**src/rtl/sb_serializer.sv**
```systemverilog
// Parallel-to-serial sideband transmitter: sends a WIDTH-bit frame LSB first,
// then holds the line idle for GAP cycles before accepting the next frame.
module sb_serializer #(
  parameter int WIDTH   = 128,
  parameter int WIDTH_W = 8,
  parameter int GAP     = 32
) (
  input  logic             clk,
  input  logic             rst,
  input  logic [WIDTH-1:0] in_data,
  input  logic             in_valid,
  output logic             in_ready,
  output logic             out_data,
  output logic             out_valid
);

  typedef enum logic [1:0] {
    ST_IDLE = 2'd0,
    ST_SEND = 2'd1,
    ST_GAP  = 2'd2
  } state_t;

  localparam logic [WIDTH_W-1:0] LAST_BIT = WIDTH_W'(WIDTH - 1);
  localparam logic [WIDTH_W-1:0] LAST_GAP = WIDTH_W'((GAP > 0) ? GAP - 1 : 0);

  state_t             state_reg, state_next;
  logic [WIDTH_W-1:0] cnt_reg, cnt_next;
  logic [WIDTH-1:0]   shift_reg, shift_next;
  logic               out_data_reg, out_data_next;
  logic               out_valid_reg, out_valid_next;

  always_ff @(posedge clk) begin
    if (rst) begin
      state_reg     <= ST_IDLE;
      cnt_reg       <= '0;
      shift_reg     <= '0;
      out_data_reg  <= 1'b0;
      out_valid_reg <= 1'b0;
    end else begin
      state_reg     <= state_next;
      cnt_reg       <= cnt_next;
      shift_reg     <= shift_next;
      out_data_reg  <= out_data_next;
      out_valid_reg <= out_valid_next;
    end
  end

  // out_data/out_valid are registered one step ahead: bit 0 is loaded straight
  // from in_data at acceptance, later bits come from the residual shift register.
  always_comb begin
    state_next     = state_reg;
    cnt_next       = cnt_reg;
    shift_next     = shift_reg;
    out_data_next  = 1'b0;
    out_valid_next = 1'b0;
    case (state_reg)
      ST_IDLE: begin
        if (in_valid) begin
          state_next     = ST_SEND;
          cnt_next       = '0;
          shift_next     = in_data >> 1;
          out_data_next  = in_data[0];
          out_valid_next = 1'b1;
        end
      end
      ST_SEND: begin
        if (cnt_reg == LAST_BIT) begin
          cnt_next   = '0;
          state_next = (GAP > 0) ? ST_GAP : ST_IDLE;
        end else begin
          cnt_next       = cnt_reg + WIDTH_W'(1);
          out_data_next  = shift_reg[0];
          out_valid_next = 1'b1;
          shift_next     = shift_reg >> 1;
        end
      end
      ST_GAP: begin
        if (cnt_reg == LAST_GAP) begin
          cnt_next   = '0;
          state_next = ST_IDLE;
        end else begin
          cnt_next = cnt_reg + WIDTH_W'(1);
        end
      end
      default: begin
        state_next = ST_IDLE;
        cnt_next   = '0;
      end
    endcase
  end

  assign in_ready  = (state_reg == ST_IDLE) && !rst;
  assign out_data  = out_data_reg;
  assign out_valid = out_valid_reg;

endmodule

```
**config.mk**
```make
export PLATFORM = sky130hd
export DESIGN_NAME = sb_serializer
export DESIGN_NICKNAME = d
export VERILOG_FILES = /design/src/rtl/sb_serializer.sv
export SDC_FILE = /design/constraint.sdc
export NUM_CORES = 1
export LEC_CHECK = 0
export BUFFER_PORTS_ARGS = -buffer_cell sky130_fd_sc_hd__buf_2
export CAP_MARGIN = 20
export CORE_ASPECT_RATIO = 1.4
export CORE_MARGIN = 2
export CORE_UTILIZATION = 30
export DETAILED_ROUTE_END_ITERATION = 8
export SETUP_SLACK_MARGIN = 0.1
export SLEW_MARGIN = 10
export SYNTH_ARGS = -nofsm -noshare
export SYNTH_HDL_FRONTEND = slang
export SYNTH_SLANG_ARGS = --single-unit
```
**constraint.sdc**
```tcl
create_clock -name clk -period 1.9 [get_ports clk]
set_clock_uncertainty 0.05 [all_clocks]
set_input_delay 0 -clock clk [delete_from_list [all_inputs] [get_ports clk]]
set_output_delay 0 -clock clk [all_outputs]
set_load 0.02 [all_outputs]
```
=== Word-level counts from Yosys, hierarchy flattened ===
Index checks and enable logic that the tools add are counted.
W data, S select, Z words.

* Output and inout port bits: 3
* Input bits: 131
* Register bits after elaboration: 140
* Logic and storage cells: 37

* Add/sub/neg operators: 1
* Equality and inequality tests: 8
* Muxes and demuxes: 17
* Reduce and logical (&&, ||, !) cells: 6

{| class="wikitable"
|+ Operator list
! cell !! number
|-
| $mux W128 || 2
|-
| $pmux W128 S2 || 1
|-
| $mux W8 || 3
|-
| $pmux W8 S3 || 1
|-
| $add A8 B1 Y8 const B || 1
|-
| $eq A8 B5 Y1 const B || 1
|-
| $eq A8 B7 Y1 const B || 1
|-
| $ne A2 B2 Y1 const B || 4
|-
| $mux W2 || 3
|-
| $pmux W2 S3 || 1
|-
| $reduce_and A3 Y1 || 2
|-
| $mux W1 || 4
|-
| $pmux W1 S2 || 2
|-
| $eq A2 B1 Y1 const B || 1
|-
| $eq A2 B2 Y1 const B || 1
|-
| $logic_not A2 Y1 || 1
|-
| $reduce_bool A2 Y1 || 1
|-
| $logic_and A1 B1 Y1 || 1
|-
| $logic_not A1 Y1 || 1
|}

=== Depth between registers and ports, before layout ===
Gate-level depths: netlist (run 1).

* Depth in word-level cells: 3
* Mapped depth: 9
* Mapped depth without buffers: 6

=== Least setup slack after synthesis (run 1) ===
OpenSTA, ideal clock, no wires.

* Kind: register to register
* From: register state_reg[0]
* To: register shift_reg[82]
* Clock period less this slack: 1.978 ns
* Path buffers: 4
* Data required time: 1.704 ns
* Slack: -0.078 ns
* Library setup time: 0.146 ns
* Stages on the path, launching flop included: 10
* Arrival time: 1.782 ns
* Path through: dfxtp_1 inv_1 ha_1 nor2b_1 buf_2 a311oi_2 buf_4 buf_2 buf_4 a211oi_2

* Cells in the longest elaborated chain, start to end: 3
* Elaborated cells between the ends (all ways): 7
* Those cells by class: 3 x eq/ne; 1 x mux; 3 x reduce/logical

{| class="wikitable"
|+ Ends and longest elaborated chain
! element !! line !! source
|-
| start: declaration || 26 || <nowiki>state_t state_reg, state_next;</nowiki>
|-
| start signal: assignment || 40 || <nowiki>state_reg <= state_next;</nowiki>
|-
| $eq A2 B1 Y1 or $logic_not A2 Y1 (tied branches) || 56 || <nowiki>case (state_reg)</nowiki>
|-
| $ne A2 B2 Y1 (no line) or $reduce_bool A2 Y1 (tied branches) || - ||
|-
| $reduce_and A3 Y1 (no line) || - ||
|-
| end signal: assignment || 42 || <nowiki>shift_reg <= shift_next;</nowiki>
|-
| end: declaration || 28 || <nowiki>logic [WIDTH-1:0] shift_reg, shift_next;</nowiki>
|}

Several ways; a longest one is shown, not always the timed one.
A chain may end at the register's enable or synchronous reset.

=== Final worst setup path (run 1) ===
* From: register state_reg[0]
* To: register shift_reg[109]

Same word-level chain as after synthesis.

==> run metrics, run 1 <==
status=complete, no violations; post-route setup slack=between 0.06 and 0.07 ns; layout cell share with drive strength beyond 1=a little over a third; vias in the first global route=5781; first-pass GRT wire length=27600 microns; clk_lat worst skew=0.42 ns; Period Utilization, post-route=~97%; gr usage total=15.1%; I/O pin count=134; Crit path largest cell delay=0.37 ns; slew at the pin closest to its max-slew limit=around 0.42 ns; ys flop type=dfxtp_1; Async SR Flop Fraction=0%; most common cell after layout, fill and taps aside=dfxtp_1; First DRT Iteration DRCs=205; cell taking the most area after synthesis=dfxtp_1; number of flip-flops in the largest register=127; Min-Delay Path Class=primary input to flop; initial antenna violation count=0; Pre-antenna DRT Iters=6; Peak VDD IR=0.000608 V; Nets=1072; Post-Syn Area per Cell=10.1 sq um; Worst EP required=2.16 ns; mapped cell area=6510 sq um; setup_tns=0 ns; TritonCTS Buffers=17; Worst-path clk slew=about 0.06 ns; worst path bufs/invs=4; library cells used by synthesis=33; H-tree levels=4; Area Overhead vs Synth=61.0%; post-synthesis sequential area ratio=42.7%; critical path class=flop to flop; Final Hold Viols=0; placed wire-length estimate=9700 microns; grt total ovfl=0; syn nets=782; Overall Power=0.0141 W; Vias per Instance=4.84; clk sinks=139; Buffers on Ports=about 130; Slew Viols, Final=0; area of the core=21300 sq um; num rows=63; die area=22900 sq um; Final ANT Viol Nets=0; Post-Synthesis Cells=646; CP Cell Sequence=inv_4, ha_4, nor2b_4, a311oi_4, buf_6, buf_12, clkbuf_16, nor2_1, a211oi_1; CTS tree=done; commonest non-fill, non-tap cells in the layout=dfxtp_1 (134), buf_2 (132), dlygate4sd3_1 (131); die width=129 microns; EDFF count, synth=0; critical path's top delay family=buffers and inverters; Synth area leaders=dfxtp_1 (43%), mux2i_1 (20%), a211oi_2 (12%); Post-Route WL=18900 microns; Setup crit start kind=flop; crit path capture type=flop; Slowest cell on crit path=dfxtp_4; starting density of the core=30.6%; CTS Root Buffer Type=clkbuf_16; Antenna diodes=0; Pleak=4.22 nW; Placed Area=7580 sq um; DR WL/cell=15.6 microns; setup violators final=0; PD cells=about 1300 nW/um^2; Synth Warn #=0; synthesized flop and latch total=139; maxcap violations=0; DR vias=approximately 5900; crit path DAT=2.10 ns; critical path peak fanout=7; GP Congestion=0.829; drt drc=0; Rel. slew slack=71.9%; Yosys top cell area share=a little over two fifths; fin crit period=1.84 ns; largest net degree at the start of global routing=63; chip height=between 150 and 200 microns; Final Cell Area=~10000 sq um; worst slack, placed=-0.0436 ns; RSZ-0062 raised after global routing=true; Max Buffers Root-to-Sink=2; fmax=544 MHz
==> synth_stat cells (all sizes together), types with 3 or more instances <==
master,number
dfxtp,139
nor2,135
mux2i,127
a211oi,126
buf,34
clkbuf,26
nand2,11
a21oi,5
ha,5
nand3,5
xor2,4
inv,3
nand4,3
==> worst min-delay path, stage by stage <==
cell	delay [ns]
dlygate4sd3_1	0.55
buf_6	0.18
a211oi_2	0.05
==> per-layer routing <==
metal | vias to the layer above | part of all wire (%) | global-route usage [%]
met1 | 2780 | 43 | 17.6
li1 | 2945 | - | -
met4 | 0 | 2.3 | 6.34
met2 | 100 | 52 | 26.7
met3 | 31 | 2.2 | 3.03
met5 | - | 0 | 0
==> report_power, final <==
| group | internal [W] | leakage, nW | switching [W] |
|---|---|---|---|
| clock network | 0.00224 | 0.307 | 0.00134 |
| logic | 0.00331 | 2.76 | 0.00293 |
| registers | 0.00380 | 1.16 | 0.000467 |
==> final timing paths <==
path / cells past startpoint / slack (ns) / endpoint / startpoint
setup reg to reg: 9 / 0.06 / shift_reg[109]$_SDFFE_PP0P_ / state_reg[0]$_SDFFE_PP0P_
hold reg to reg: 2 / 0.42 / shift_reg[126]$_SDFFE_PP0P_ / shift_reg[126]$_SDFFE_PP0P_
setup / recovery: 9 / 0.06 / shift_reg[109]$_SDFFE_PP0P_ / state_reg[0]$_SDFFE_PP0P_
hold / removal: 3 / 0.37 / shift_reg[7]$_SDFFE_PP0P_ / rst
==> stage by stage <==
stage	std cells	hold slack [ns]	utilization, %
2_1_floorplan	646	0.0975	-
3_3_place_gp	1007	0.212	35.6
3_5_place_dp	1007	0.215	35.6
4_1_cts	1181	0.338	45.8
5_1_grt	1209	0.370	49.3
6_report	1209	0.369	49.3
==> cell families after synthesis <==
| kind of cell | synth area share (%) |
|---|---|
| muxes | 19.5 |
| buffers and inverters | 4.82 |
| AOI/OAI and AO/OA | 20.5 |
| DFF | 42.7 |
| and+or+nand+nor | 10.7 |
| xor gates and xnor gates | 0.807 |
| adders and majority gates | 0.961 |
==> timing repair <==
item	CTS	global route
setup endpoints to repair	131	136
hold endpoints to repair	132	0
resized for setup	12	72
hold buffers	131	0
buffers inserted	6	12
cloned	5	16
pin swaps	2	58
==> area by class of cell <==
| cell class | count | area, sq um |
|---|---|---|
| fill | 1877 | 10800 |
| multi-input combinational | 444 | 3620 |
| timing repair buffer | 331 | 3090 |
| sequential | 139 | 2790 |
| clock buffer | 18 | 439 |
| tap | 260 | 325 |
| clock inverter | 14 | 194 |
| inverter | 3 | 18.8 |
No activity file was read; power rests on OpenSTA's default activity.
==> inputs of run 2 (changes only) <==
--- a/config.mk
+++ b/config.mk
@@ -8,7 +8,6 @@
 export BUFFER_PORTS_ARGS = -buffer_cell sky130_fd_sc_hd__buf_2
 export CAP_MARGIN = 20
 export CORE_ASPECT_RATIO = 1.4
-export CORE_MARGIN = 2
 export CORE_UTILIZATION = 30
 export DETAILED_ROUTE_END_ITERATION = 8
 export SETUP_SLACK_MARGIN = 0.1
==> constraint.sdc (replaced) <==
create_clock -name clk -period 1.8 [get_ports clk]
set_clock_uncertainty 0.05 [all_clocks]
set_input_delay 0 -clock clk [delete_from_list [all_inputs] [get_ports clk]]
set_output_delay 0 -clock clk [all_outputs]
set_load 0.02 [all_outputs]
==> run 2 against run 1 <==
Against the previous run: the run now ends with negative setup slack left; power rose by 8.3%; utilization rose by 1.0 points; via count rose by 1.6%; clock power rose by 6.1%; cell count rose by 0.50%; critical path depth did not move; critical path type unchanged; critical endpoint is now shift_reg[45]$_SDFFE_PP0P_.
==> run metrics, run 2 (synthesized netlist as in run 1, its figures left out) <==
PD cells=1430 nW/um^2 (was 1340 nW/um^2); grt total ovfl=0 (unchanged); First DRT Iteration DRCs=224 (was 205); maxcap violations=0 (unchanged); Worst EP required=2.08 ns (was 2.16 ns); Layout Utilization=50.3% (was 49.3%); crit path DAT=2.14 ns (was 2.10 ns); Slowest cell on crit path=dfxtp_4 (unchanged); layout cell share with drive strength beyond 1=37.8% (was 36.5%); # fillers=1829 (was 1877); gr usage total=15.7% (was 15.1%); sequential power share=29.5% (was 30.3%); register area=2790 sq um (about the same); die width=127 microns (was 129 microns); chip height=176 microns (was 178 microns); DR WL/cell=15.7 microns (was 15.6 microns); num rows=63 (unchanged); starting density of the core=30.7% (was 30.6%); footprint of the multi-input gates=3700 sq um (was 3620 sq um); Buffers on Ports=133 (unchanged); first-pass GRT wire length=27800 microns (was 27600 microns); Psw=0.00516 W (was 0.00474 W); critical path peak fanout=11 (was 7); worst path bufs/invs=4 (unchanged); Crit path largest cell delay=0.38 ns (was 0.37 ns); fmax=538 MHz (was 544 MHz); Pleak=4.28 nW (was 4.22 nW); Inst Count DP=1011 (was 1007); setup_tns=-3.14 ns (was 0 ns); most common cell after layout, fill and taps aside=dfxtp_1 (unchanged); number of flip-flops in the largest register=127 (unchanged); placed wire-length estimate=9620 microns (was 9700 microns); commonest non-fill, non-tap cells in the layout=dfxtp_1 (137), buf_2 (132), dlygate4sd3_1 (131) (was dfxtp_1 (134), buf_2 (132), dlygate4sd3_1 (131)); slew at the pin closest to its max-slew limit=0.429 ns (was 0.421 ns); Pre-antenna DRT Iters=4 (was 6); Sw Ratio=33.8% (was 33.6%); setup violators final=112 (was 0); H-tree levels=4 (unchanged); power share of the clock group=24.9% (was 25.4%); Pint=0.0101 W (was 0.00935 W); Vias per Instance=4.90 (was 4.84); Final ANT Viol Nets=0 (unchanged); Overall Power=0.0153 W (was 0.0141 W); Rel. slew slack=71.4% (was 71.9%); CTS tree=done (unchanged); critical path class=flop to flop (unchanged); crit path capture type=flop (unchanged); vias in the first global route=5827 (was 5781); post-route setup slack=-0.0583 ns (was 0.0623 ns); Setup crit start kind=flop (unchanged); status=finished, violations left (was complete, no violations); GP Congestion=0.774 (was 0.829); initial antenna violation count=2 (was 0); Min-Delay Path Class=primary input to flop (unchanged); clk sinks=139 (unchanged); CP Cell Sequence=inv_4, ha_4, nor2b_4, a311oi_4, buf_12, buf_12, buf_16, nor2_1, a211oi_1 (was inv_4, ha_4, nor2b_4, a311oi_4, buf_6, buf_12, clkbuf_16, nor2_1, a211oi_1); non-filler cells in the finished layout=1215 (was 1209); Area Overhead vs Synth=63.8% (was 61.0%); failing checks=negative setup slack; TritonCTS Buffers=17 (unchanged); RSZ-0062 raised after global routing=true (unchanged); fin crit period=1.86 ns (was 1.84 ns); most used cell, CP=buf_12; Nets=1076 (was 1072); Peak VDD IR=0.000604 V (was 0.000608 V); Post-Route WL=19100 microns (was 18900 microns); Worst-path clk slew=0.07 ns (was 0.06 ns); DR vias=5952 (was 5856); Final Cell Area=10700 sq um (was 10500 sq um); combinational cell fraction of total power=45.6% (was 44.3%); drt drc=0 (unchanged); largest net degree at the start of global routing=64 (was 63); I/O pin count=134 (unchanged); critical path's top delay family=compound AO/OA/AOI/OAI gates (was buffers and inverters); Final Hold Viols=0 (unchanged); Slew Viols, Final=0 (unchanged); clk_lat worst skew=0.42 ns (about the same); Max Buffers Root-to-Sink=2 (unchanged); CTS Root Buffer Type=clkbuf_16 (unchanged); Period Utilization, post-route=103% (was 96.7%); area of the core=21200 sq um (was 21300 sq um); Placed Area=7670 sq um (was 7580 sq um); die area=22300 sq um (was 22900 sq um)
==> run 2: layer usage <==
metal  track usage (%)  vias up  wire length [microns]
met3              3.27       44                    429
met5                 0        -                      0
met2              27.9      113                  10000
li1                  -     2937                      -
met4              7.98        0                    638
met1              17.8     2858                   7990
==> run 2: worst min-delay path: stages <==
cell	delay (ns)
dlygate4sd3_1	0.54
buf_6	0.16
a21oi_2	0.04
==> run 2: cell type report <==
| cell class | count | area share [%] |
|---|---|---|
| multi-input combinational | 444 | 34.7 |
| clock inverter | 13 | 1.79 |
| inverter | 3 | 0.153 |
| tap | 260 | 3.05 |
| antenna | 2 | 0.0469 |
| timing repair buffer | 335 | 30.0 |
| sequential | 139 | 26.1 |
| clock buffer | 19 | 4.15 |
==> run 2: path summary, 6_finish.rpt <==
path | start | endpoint | slack [ns] | cells past startpoint
worst min-delay path | rst | shift_reg[126]$_SDFFE_PP0P_ | 0.32 | 3
worst max register to register | state_reg[0]$_SDFFE_PP0P_ | shift_reg[45]$_SDFFE_PP0P_ | -0.06 | 9
worst max-delay path | state_reg[0]$_SDFFE_PP0P_ | shift_reg[45]$_SDFFE_PP0P_ | -0.06 | 9
worst min register to register | shift_reg[126]$_SDFFE_PP0P_ | shift_reg[126]$_SDFFE_PP0P_ | 0.43 | 2
==> run 2: through the flow <==
stage / setup slack (ns) / hold slack, ns
6_report: -0.0583 / 0.325
5_1_grt: -0.140 / 0.327
4_1_cts: -0.0422 / 0.316
3_5_place_dp: -0.0633 / 0.196
3_3_place_gp: 0.00180 / 0.190
2_1_floorplan: 0.0380 / 0.0972
==> run 2: what timing repair did <==
| action | 4_1_cts | 5_1_grt |
|---|---|---|
| pin swaps | 25 | 35 |
| buffers inserted | 7 | 5 |
| hold endpoints to repair | 131 | 0 |
| hold buffers | 131 | 0 |
| endpoints found under the setup margin | 135 | 137 |
| gates resized for setup | 16 | 66 |
| cloned | 5 | 22 |
==> run 2: power groups by stage <==
stage | clock (W) | combinational (W) | sequential, W
after floorplan | 0 | 0.00381 | 0.00442
after global placement | 0 | 0.00459 | 0.00450
after detailed placement | 0 | 0.00468 | 0.00452
after CTS | 0.00389 | 0.00551 | 0.00446
after global routing | 0.00403 | 0.00747 | 0.00460
final | 0.00380 | 0.00696 | 0.00450
